--- config.mk ---
export PLATFORM = sky130hd
export DESIGN_NAME = writeback_arbiter_flat
export DESIGN_NICKNAME = d
export VERILOG_FILES = /design/src/rtl/wb_pkg.sv /design/src/rtl/writeback_arbiter_if.sv /design/src/rtl/wb_fifo.sv /design/src/rtl/writeback_arbiter.sv /design/src/flat_wrapper.sv
export SDC_FILE = /design/constraint.sdc
export NUM_CORES = 1
export LEC_CHECK = 0
export BUFFER_PORTS_ARGS = -buffer_cell sky130_fd_sc_hd__buf_4
export CAP_MARGIN = 20
export CORE_ASPECT_RATIO = 0.7
export CORE_MARGIN = 3
export CORE_UTILIZATION = 51
export CTS_CLUSTER_SIZE = 40
export DETAILED_ROUTE_END_ITERATION = 7
export PLACE_DENSITY = 0.72
export SLEW_MARGIN = 10
export SYNTH_ARGS = -nofsm -noshare
export SYNTH_HDL_FRONTEND = slang
export SYNTH_SLANG_ARGS = --single-unit
--- constraint.sdc ---
create_clock -name clk -period 3.9 [get_ports clk]
set_input_delay 0.585 -clock clk [delete_from_list [all_inputs] [get_ports clk]]
set_output_delay 0.585 -clock clk [all_outputs]
set_load 0.02 [all_outputs]
--- src/rtl/wb_pkg.sv ---
// Shared types and helpers for the writeback arbiter slice.
package wb_pkg;

  localparam int REG_ADDR_W = 6;
  localparam int DATA_W     = 32;

  // One pending register-file write: destination, bank select, payload.
  typedef struct packed {
    logic [REG_ADDR_W-1:0] waddr;
    logic                  fbank;
    logic [DATA_W-1:0]     data;
  } wb_entry_t;

  typedef enum logic [1:0] {
    SRC_NONE = 2'd0,
    SRC_PIPE = 2'd1,
    SRC_FIFO = 2'd2
  } wb_src_t;

  // Integer register 0 is hard-wired, so writes to it can be suppressed;
  // the float bank has a real register 0 and is always written.
  function automatic logic wb_write_en(input wb_entry_t e, input logic zero_discard);
    return !(zero_discard && !e.fbank && (e.waddr == {REG_ADDR_W{1'b0}}));
  endfunction

endpackage

--- src/rtl/writeback_arbiter_if.sv ---
// Bus bundle between the result producers, the arbiter and the register file.
interface writeback_arbiter_if
  import wb_pkg::*;
#(
  parameter int DEPTH = 4
);
  localparam int CNT_W = $clog2(DEPTH + 1);

  logic                  pipe_valid;
  logic [REG_ADDR_W-1:0] pipe_reg;
  logic                  pipe_float;
  logic [DATA_W-1:0]     pipe_data;
  logic                  mdu_valid;
  logic                  mdu_ready;
  logic [REG_ADDR_W-1:0] mdu_reg;
  logic                  mdu_float;
  logic [DATA_W-1:0]     mdu_data;
  logic                  stall;
  logic [REG_ADDR_W-1:0] writeReg;
  logic [DATA_W-1:0]     writeData;
  logic                  regWrite;
  logic                  float;
  logic [CNT_W-1:0]      fifo_count;

  modport master (
    output pipe_valid, pipe_reg, pipe_float, pipe_data,
    output mdu_valid, mdu_reg, mdu_float, mdu_data,
    input  mdu_ready, stall, writeReg, writeData, regWrite, float, fifo_count
  );

  modport slave (
    input  pipe_valid, pipe_reg, pipe_float, pipe_data,
    input  mdu_valid, mdu_reg, mdu_float, mdu_data,
    output mdu_ready, stall, writeReg, writeData, regWrite, float, fifo_count
  );

endinterface

--- src/rtl/wb_fifo.sv ---
// Small synchronous FIFO buffering MDU results until the write port is free.
module wb_fifo
  import wb_pkg::*;
#(
  parameter  int DEPTH = 4,
  localparam int PTR_W = $clog2(DEPTH),
  localparam int CNT_W = $clog2(DEPTH + 1)
) (
  input  logic             clk,
  input  logic             rst_n,
  input  logic             push_i,
  input  logic             pop_i,
  input  wb_entry_t        din_i,
  output wb_entry_t        head_o,
  output logic [CNT_W-1:0] count_o
);

  localparam logic [CNT_W-1:0] FULL_CNT = CNT_W'(DEPTH);
  localparam logic [CNT_W-1:0] ZERO_CNT = {CNT_W{1'b0}};

  wb_entry_t        mem_q [DEPTH];
  logic [PTR_W-1:0] rd_ptr_q, wr_ptr_q;
  logic [CNT_W-1:0] count_q, count_d;
  logic             push_ok_s, pop_ok_s;

  // Never overrun or underrun, even if a caller misbehaves.
  assign push_ok_s = push_i && (count_q != FULL_CNT);
  assign pop_ok_s  = pop_i && (count_q != ZERO_CNT);

  // Occupancy: simultaneous push and pop leaves it unchanged.
  always_comb begin
    count_d = count_q;
    case ({push_ok_s, pop_ok_s})
      2'b10:   count_d = count_q + CNT_W'(1);
      2'b01:   count_d = count_q - CNT_W'(1);
      default: count_d = count_q;
    endcase
  end

  // Storage and pointers; pointers wrap naturally at DEPTH.
  always_ff @(posedge clk or negedge rst_n) begin
    if (!rst_n) begin
      rd_ptr_q <= {PTR_W{1'b0}};
      wr_ptr_q <= {PTR_W{1'b0}};
      count_q  <= ZERO_CNT;
      for (int i = 0; i < DEPTH; i++) mem_q[i] <= '0;
    end else begin
      if (push_ok_s) begin
        mem_q[wr_ptr_q] <= din_i;
        wr_ptr_q        <= wr_ptr_q + PTR_W'(1);
      end
      if (pop_ok_s) rd_ptr_q <= rd_ptr_q + PTR_W'(1);
      count_q <= count_d;
    end
  end

  assign head_o  = mem_q[rd_ptr_q];
  assign count_o = count_q;

endmodule

--- src/rtl/writeback_arbiter.sv ---
// Merges the main pipeline and buffered MDU results onto one register-file
// write port, with an anti-starvation stall for the MDU side.
module writeback_arbiter
  import wb_pkg::*;
#(
  parameter int DEPTH        = 4,
  parameter int MAX_WAIT     = 8,
  parameter int ZERO_DISCARD = 1
) (
  input  logic                clk,
  input  logic                rst_n,
  writeback_arbiter_if.slave  bus
);

  localparam int CNT_W  = $clog2(DEPTH + 1);
  localparam int WAIT_W = $clog2(MAX_WAIT + 1);
  localparam logic [CNT_W-1:0]  FULL_CNT = CNT_W'(DEPTH);
  localparam logic [CNT_W-1:0]  ZERO_CNT = {CNT_W{1'b0}};
  localparam logic [WAIT_W-1:0] WAIT_MAX = WAIT_W'(MAX_WAIT);
  localparam logic              ZD       = (ZERO_DISCARD != 0);

  logic [CNT_W-1:0]      count_s;
  wb_entry_t             head_s, pipe_entry_s, mdu_entry_s, sel_entry_s;
  wb_src_t               src_s;
  logic                  push_s, pop_s, stall_s, ready_s;
  logic [WAIT_W-1:0]     wait_q, wait_d;
  logic [REG_ADDR_W-1:0] wreg_q;
  logic [DATA_W-1:0]     wdata_q;
  logic                  wfloat_q, wen_q;

  assign pipe_entry_s = {bus.pipe_reg, bus.pipe_float, bus.pipe_data};
  assign mdu_entry_s  = {bus.mdu_reg, bus.mdu_float, bus.mdu_data};

  // Ready comes from the registered count only: a same-cycle pop does not help.
  assign ready_s = (count_s < FULL_CNT);
  assign push_s  = bus.mdu_valid && ready_s;
  assign stall_s = (count_s != ZERO_CNT) && (wait_q == WAIT_MAX);
  assign pop_s   = (src_s == SRC_FIFO);

  wb_fifo #(.DEPTH(DEPTH)) u_fifo (
    .clk     (clk),
    .rst_n   (rst_n),
    .push_i  (push_s),
    .pop_i   (pop_s),
    .din_i   (mdu_entry_s),
    .head_o  (head_s),
    .count_o (count_s)
  );

  // Source priority: forced drain, then main pipeline, then opportunistic drain.
  always_comb begin
    src_s = SRC_NONE;
    if (stall_s)                   src_s = SRC_FIFO;
    else if (bus.pipe_valid)       src_s = SRC_PIPE;
    else if (count_s != ZERO_CNT)  src_s = SRC_FIFO;
    else                           src_s = SRC_NONE;
  end

  // Payload mux for the selected source.
  always_comb begin
    sel_entry_s = head_s;
    case (src_s)
      SRC_PIPE: sel_entry_s = pipe_entry_s;
      SRC_FIFO: sel_entry_s = head_s;
      default:  sel_entry_s = head_s;
    endcase
  end

  // Starvation age of the FIFO head, saturating at MAX_WAIT.
  always_comb begin
    wait_d = wait_q;
    if ((count_s == ZERO_CNT) || pop_s) wait_d = {WAIT_W{1'b0}};
    else if (wait_q != WAIT_MAX)        wait_d = wait_q + WAIT_W'(1);
    else                                wait_d = wait_q;
  end

  // Starvation counter register.
  always_ff @(posedge clk or negedge rst_n) begin
    if (!rst_n) wait_q <= {WAIT_W{1'b0}};
    else        wait_q <= wait_d;
  end

  // Output register toward the register file; payload holds when idle.
  always_ff @(posedge clk or negedge rst_n) begin
    if (!rst_n) begin
      wreg_q   <= {REG_ADDR_W{1'b0}};
      wdata_q  <= {DATA_W{1'b0}};
      wfloat_q <= 1'b0;
      wen_q    <= 1'b0;
    end else if (src_s != SRC_NONE) begin
      wreg_q   <= sel_entry_s.waddr;
      wdata_q  <= sel_entry_s.data;
      wfloat_q <= sel_entry_s.fbank;
      wen_q    <= wb_write_en(sel_entry_s, ZD);
    end else begin
      wen_q    <= 1'b0;
    end
  end

  assign bus.mdu_ready  = ready_s;
  assign bus.stall      = stall_s;
  assign bus.writeReg   = wreg_q;
  assign bus.writeData  = wdata_q;
  assign bus.float      = wfloat_q;
  assign bus.regWrite   = wen_q;
  assign bus.fifo_count = count_s;

endmodule
--- src/flat_wrapper.sv ---
// flat-port wrapper written by rule: the top's interface ports become plain ports
module writeback_arbiter_flat import wb_pkg::*;
#(
  parameter int DEPTH        = 4,
  parameter int MAX_WAIT     = 8,
  parameter int ZERO_DISCARD = 1
)
  (clk, rst_n, bus_pipe_valid, bus_pipe_reg, bus_pipe_float, bus_pipe_data, bus_mdu_valid, bus_mdu_reg, bus_mdu_float, bus_mdu_data, bus_mdu_ready, bus_stall, bus_writeReg, bus_writeData, bus_regWrite, bus_float, bus_fifo_count);
  writeback_arbiter_if #(.DEPTH(DEPTH)) bus_i ();
  input  logic clk;
  input  logic rst_n;
  input wire logic [$bits(bus_i.pipe_valid)-1:0] bus_pipe_valid;
  input wire logic [$bits(bus_i.pipe_reg)-1:0] bus_pipe_reg;
  input wire logic [$bits(bus_i.pipe_float)-1:0] bus_pipe_float;
  input wire logic [$bits(bus_i.pipe_data)-1:0] bus_pipe_data;
  input wire logic [$bits(bus_i.mdu_valid)-1:0] bus_mdu_valid;
  input wire logic [$bits(bus_i.mdu_reg)-1:0] bus_mdu_reg;
  input wire logic [$bits(bus_i.mdu_float)-1:0] bus_mdu_float;
  input wire logic [$bits(bus_i.mdu_data)-1:0] bus_mdu_data;
  output wire logic [$bits(bus_i.mdu_ready)-1:0] bus_mdu_ready;
  output wire logic [$bits(bus_i.stall)-1:0] bus_stall;
  output wire logic [$bits(bus_i.writeReg)-1:0] bus_writeReg;
  output wire logic [$bits(bus_i.writeData)-1:0] bus_writeData;
  output wire logic [$bits(bus_i.regWrite)-1:0] bus_regWrite;
  output wire logic [$bits(bus_i.float)-1:0] bus_float;
  output wire logic [$bits(bus_i.fifo_count)-1:0] bus_fifo_count;
  assign bus_i.pipe_valid = bus_pipe_valid;
  assign bus_i.pipe_reg = bus_pipe_reg;
  assign bus_i.pipe_float = bus_pipe_float;
  assign bus_i.pipe_data = bus_pipe_data;
  assign bus_i.mdu_valid = bus_mdu_valid;
  assign bus_i.mdu_reg = bus_mdu_reg;
  assign bus_i.mdu_float = bus_mdu_float;
  assign bus_i.mdu_data = bus_mdu_data;
  assign bus_mdu_ready = bus_i.mdu_ready;
  assign bus_stall = bus_i.stall;
  assign bus_writeReg = bus_i.writeReg;
  assign bus_writeData = bus_i.writeData;
  assign bus_regWrite = bus_i.regWrite;
  assign bus_float = bus_i.float;
  assign bus_fifo_count = bus_i.fifo_count;
  writeback_arbiter #(.DEPTH(DEPTH), .MAX_WAIT(MAX_WAIT), .ZERO_DISCARD(ZERO_DISCARD)) u_core (.clk(clk), .rst_n(rst_n), .bus(bus_i));
endmodule
### After elaboration in Yosys (flattened, before gate mapping)

Index checks and enable logic that the tools add are counted.

| word-level totals | value |
|---|---|
| bits in latches | 0 |
| bits in read-only memories | 0 |
| word-level logic and storage cells | 67 |
| RAM bits | 0 |
| output and inout port bits | 45 |
| flip-flop bits (word level) | 207 |
| input port bits | 82 |
| memories | 0 |

| cells by class | value |
|---|---|
| magnitude comparators | 4 |
| shift operators | 0 |
| divide/modulo/power cells | 0 |
| $mul | 0 |
| add/sub/neg operators | 5 |
| equal/unequal tests | 7 |
| reduce and logical (&&, ||, !) cells | 15 |
| muxes and demuxes | 14 |
| bitwise logic cells | 2 |

Operators by type and width:

| cell | number |
|---|---|
| bitwise mux 156 bit | 1 |
| 2-to-1 mux 39 bit | 4 |
| binary-select mux 39 bit (select 2 bit) | 1 |
| demux 39 bit (select 2 bit) | 1 |
| 2-to-1 mux 4 bit | 2 |
| greater-or-equal comparator 3 bit (second input constant) | 2 |
| logical AND 1 bit | 6 |
| logical NOT 6 bit | 1 |
| 2-to-1 mux 2 bit | 3 |
| inverter 2 -> 3 bit | 2 |
| case mux 3 bit (2 select lines) | 1 |
| nonzero test 2 bit | 3 |
| adder 2 x 1 -> 2 bit (second input constant) | 2 |
| adder 4 x 1 -> 4 bit (second input constant) | 1 |
| equality test 2 x 1 -> 1 bit (second input constant) | 2 |
| equality test 2 bit (second input constant) | 2 |
| equality test 4 bit (second input constant) | 1 |
| inequality test 4 bit (second input constant) | 1 |
| adder 3 x 1 -> 3 bit (second input constant) | 1 |
| logical NOT 3 bit | 1 |
| < comparator 3 x 1 -> 1 bit (second input constant) | 1 |
| < comparator 3 bit (second input constant) | 1 |
| inequality test 3 bit (second input constant) | 1 |
| nonzero test 3 bit | 1 |
| other kinds (4) | 5 |

### Longest topological paths before layout

| depth | value |
|---|---|
| word-level depth | 10 |
| depth in mapped cells | 10 |
| gate-level depth less buffers | 10 |

### Hierarchy

From an unflattened synthesis, not the netlist that was laid out.

| unflattened totals | value |
|---|---|
| cell total of the unflattened synthesis | 623 |
| area, all modules | 9636.7 um2 |

By module, submodules not included:

| module | instances | seq. area each (um2) | area an instance (um2) | cells an instance |
|---|---|---|---|---|
| wb_fifo | 1 | 4078.9 | 7129.3 | 415 |
| writeback_arbiter | 1 | 1101.1 | 2507.4 | 208 |

### Least setup slack after synthesis

No wires, ideal clock.

| timing | value |
|---|---|
| kind | flip-flop to output port |
| start point | register u_core.u_fifo.count_q[1] (netlist: u_core.u_fifo.count_o[1]) |
| end point | output port bus_stall |
| arrival time | 1530 ps |
| path buffers | 2 |
| slack | 1785 ps |
| stages on the path, launching flop included | 6 |
| data required time | 3315 ps |
| cell sequence | dfrtp_1 or3_1 clkbuf_1 nand2b_1 clkbuf_1 inv_1 |

| on the way | value |
|---|---|
| cells in the longest elaborated chain, start to end | 2 |

Ends and longest elaborated chain:

| what | RTL line | RTL |
|---|---|---|
| start: declaration | wb_fifo.sv:23 | `logic [CNT_W-1:0] count_q, count_d;` |
| start signal: assignment | wb_fifo.sv:53 | `count_q <= count_d;` |
| nonzero test 3 bit | writeback_arbiter.sv:37 | `assign stall_s = (count_s != ZERO_CNT) && (wait_q == WAIT_MAX);` |
| logical AND 1 bit | writeback_arbiter.sv:37 |  |
| end: declaration | flat_wrapper.sv:21 | `output wire logic [$bits(bus_i.stall)-1:0] bus_stall;` |

No other way between the ends.

### Worst setup path in the final report

Same ends and word-level chain as after synthesis.

==> flow_metrics.py <==
metrics = {
    "outcome": {
        "outcome": "finished, final reports clean",
    },
    "sta": {
        "slew_viol_final": 0,
        "finalSetupTns_ns": 0,
        "worst_pin_slew_ns": 1.01,
        "rsz0062_at_grt": "no",
        "worst_hold_slack_ns": 0.200,
        "min_period_ns": 2.81,
        "finalCritPeriodShare_pct": 72.0,
        "fmax_ghz": 0.356,
        "setup-violations-final": 0,
        "max_slew_margin_pct": 32.3,
        "fin_skew_ns": 0.00773,
        "layout_setup_ws_ns": 1.09,
        "hold_viol": 0,
    },
    "cells_and_area": {
        "seqCellArea_mm2": 0.00518,
        "final_util_pct": 63.7,
        "fillCellCount": 1259,
        "stdcell_count": 1005,
        "nets": 851,
        "diodes": 0,
        "area_delta_synth_final_pct": 20.8,
        "drive_above_1_share_pct": 48.8,
        "multi_input_area_mm2": 0.00378,
    },
    "worst_setup_path": {
        "reg2reg_from": "u_core.u_fifo.count_o[1]",
        "worst-r2r-cell-count": 4,
        "r2r_end": "u_core.bus.writeData[17]",
        "crit_arrival_ns": 2.22,
        "cp.required_ns": 3.31,
        "path_max_fanout": 24,
        "cp-end-kind": "output pin",
        "r2r_slack_ns": 1.25,
        "start_kind": "flop",
        "crit_type": "flop to output pin",
    },
    "logic_synthesis": {
        "synth_most_common_cell": "dfrtp_1",
        "ys_ff_latch": 207,
        "ys_seq_area_share_pct": 56.5,
        "synth_nets": 733,
        "synth_area_leaders": "dfrtp_1 57%, mux2_2 19%, mux4_2 9.6%",
        "ys_top_cells_by_count": "207 x dfrtp_1, 156 x mux2_2, 66 x nand2_1, 39 x mux4_2, 28 x clkbuf_1",
        "yosysTopAreaCellShare_pct": 56.5,
        "synth_area_mm2": 0.00916,
        "syn_inst": 643,
        "synth-edff-count": 0,
        "ys_warn_count": 0,
        "async_reset_ff_share_pct": 100,
        "avgSynthCellArea_um2": 14.2,
        "synth_ff_type": "dfrtp_1",
        "synth.distinct_cells": 34,
        "synth_area_leader_cell": "dfrtp_1",
    },
    "run": {
        "drv_cap": 0,
    },
    "clock_tree": {
        "numCtsBuffers": 21,
        "cts_buffer_depth": 3,
        "cts_setup_buffers": 0,
        "clock-sinks": 207,
        "clock-root-buffer": "clkbuf_16",
        "ctsResizeCount": 0,
        "htree_levels": 1,
        "clk_pin_slew_ns": 0.06,
        "cts_tree": "done",
        "holdBufCountCts": 0,
        "clk_latency_ns": 0.49,
    },
    "place": {
        "dp_hpwl_um": 13800,
        "numPortBuffers": 126,
        "dp_cells": 969,
        "place.gp.congestion": 0.755,
        "dpl_worst_slack_ns": 1.10,
    },
    "die": {
        "num_rows": 40,
        "dieArea_mm2": 0.0196,
        "ios": 127,
        "die_w_um": 166,
        "core_mm2": 0.0174,
        "die_h_um": 118,
        "start_util_pct": 52.7,
    },
    "routing": {
        "drt_iter0_drc": 444,
        "vias": 5835,
        "antenna_left": 0,
        "viasPerCell": 5.81,
        "drc": 0,
        "dr.pass1.iters": 4,
        "wl_per_cell_um": 21.0,
        "wirelength_um": 21100,
    },
    "grt": {
        "antenna_found_initial": 1,
        "grt_pass1_vias": 6243,
        "grt_pass1_wl_um": 34000,
        "track_usage_pct": 21.7,
        "grt_max_degree": 113,
        "overflow": 0,
    },
    "power_and_ir_drop": {
        "ir_drop_mv": 0.495,
        "p_leak_nw": 4.93,
        "powerDensity_mw_per_mm2": 868,
    },
    "worst_hold_path": {
        "min_path_type": "input port to async pin",
    },
}
[placed cells by master (no fill, tap or decap), types with 2 or more instances in the layout]
cell type    n
mux2_2     156
bufinv_16    3
nand2_2      4
ha_1         7
clkinv_2     4
or4_1        2
o22ai_1     19
dfrtp_1    205
buf_4      136
nor2_1       6
mux2i_1     20
nand2_1     62
a31oi_1     19
inv_1       11
o21ai_0     23
clkbuf_8     5
xor2_1       3
clkbuf_16   21
xnor2_1      5
nand3_1      2
clkbuf_1     2
mux4_2      39
[routing by layer]
| metal | GRT usage (%) | part of all wire (%) | vias up |
|---|---|---|---|
| li1 | - | - | 2573 |
| met3 | 5.44 | 6.7 | 26 |
| met1 | 30.8 | 45 | 3024 |
| met2 | 34.7 | 47 | 210 |
| met4 | 4.00 | 1.3 | 2 |
| met5 | 0 | 0.095 | - |
[metrics by stage]
stage | power, mW | instance area, um^2
floorplan | 6.36 | 9160
global placement | 7.33 | 10400
detailed placement | 7.58 | 10400
CTS | 9.68 | 11100
global route | 10.2 | 11100
finish | 9.61 | 11100
[worst max-delay path by stage]
stage / start / to / slack [ns] / cells past startpoint
floorplan: u_core.u_fifo.count_o[1] / bus_stall / 1.78 / 5
global placement: bus_mdu_valid / u_core.u_fifo.mem_q[45] / 1.18 / 5
finish: u_core.u_fifo.count_o[1] / bus_stall / 1.09 / 4
global route: u_core.u_fifo.count_o[1] / bus_stall / 0.97 / 4
detailed placement: bus_mdu_valid / u_core.u_fifo.mem_q[39] / 1.10 / 5
CTS: u_core.u_fifo.count_o[1] / bus_stall / 1.09 / 4
[registers in the layout, indices dropped and copies added (netlist names)]
signal	cells
u_core.bus.float	1
u_core.bus.regWrite	1
u_core.bus.writeData	32
u_core.bus.writeReg	6
u_core.u_fifo.count_o	3
u_core.u_fifo.mem_q	156
u_core.u_fifo.rd_ptr_q	2
u_core.u_fifo.wr_ptr_q	2
u_core.wait_q	4
[area by class of cell]
class	count	share of cell area [%]
clock buffer	27	5.31
clock inverter	9	1.14
inverter	12	0.407
multi-input combinational	381	34.1
sequential	207	46.9
tap	231	2.61
timing repair buffer	138	9.53
[critical path, cell delays in order, from the launching register on]
cell      delay (ns)
dfrtp_1         0.42
or3_1           0.81
nand2b_1        0.29
inv_1           0.06
buf_4           0.15
[report_power, final]
part | leakage (nW) | internal (mW) | total (mW) | switching, mW
combinational | 2.10 | 2.01 | 3.63 | 1.61
sequential | 2.48 | 3.22 | 3.91 | 0.688
clock | 0.352 | 1.26 | 2.07 | 0.810
total | 4.93 | 6.50 | 9.61 | 3.11
[cells by family (layout without fill, tap and decap cells)]
kind of cell,Yosys count,in the layout,share of synthesized area [%]
flip-flops,207,207,56.5
multiplexers,215,215,31.0
AO/OA/AOI/OAI,66,66,4.23
AND/OR/NAND/NOR,84,84,3.81
XOR/XNOR,8,8,0.765
buffers and inverters,55,186,2.51
adder cells (fa/ha/maj),8,8,1.17
Power figures use the tool's default switching activity.
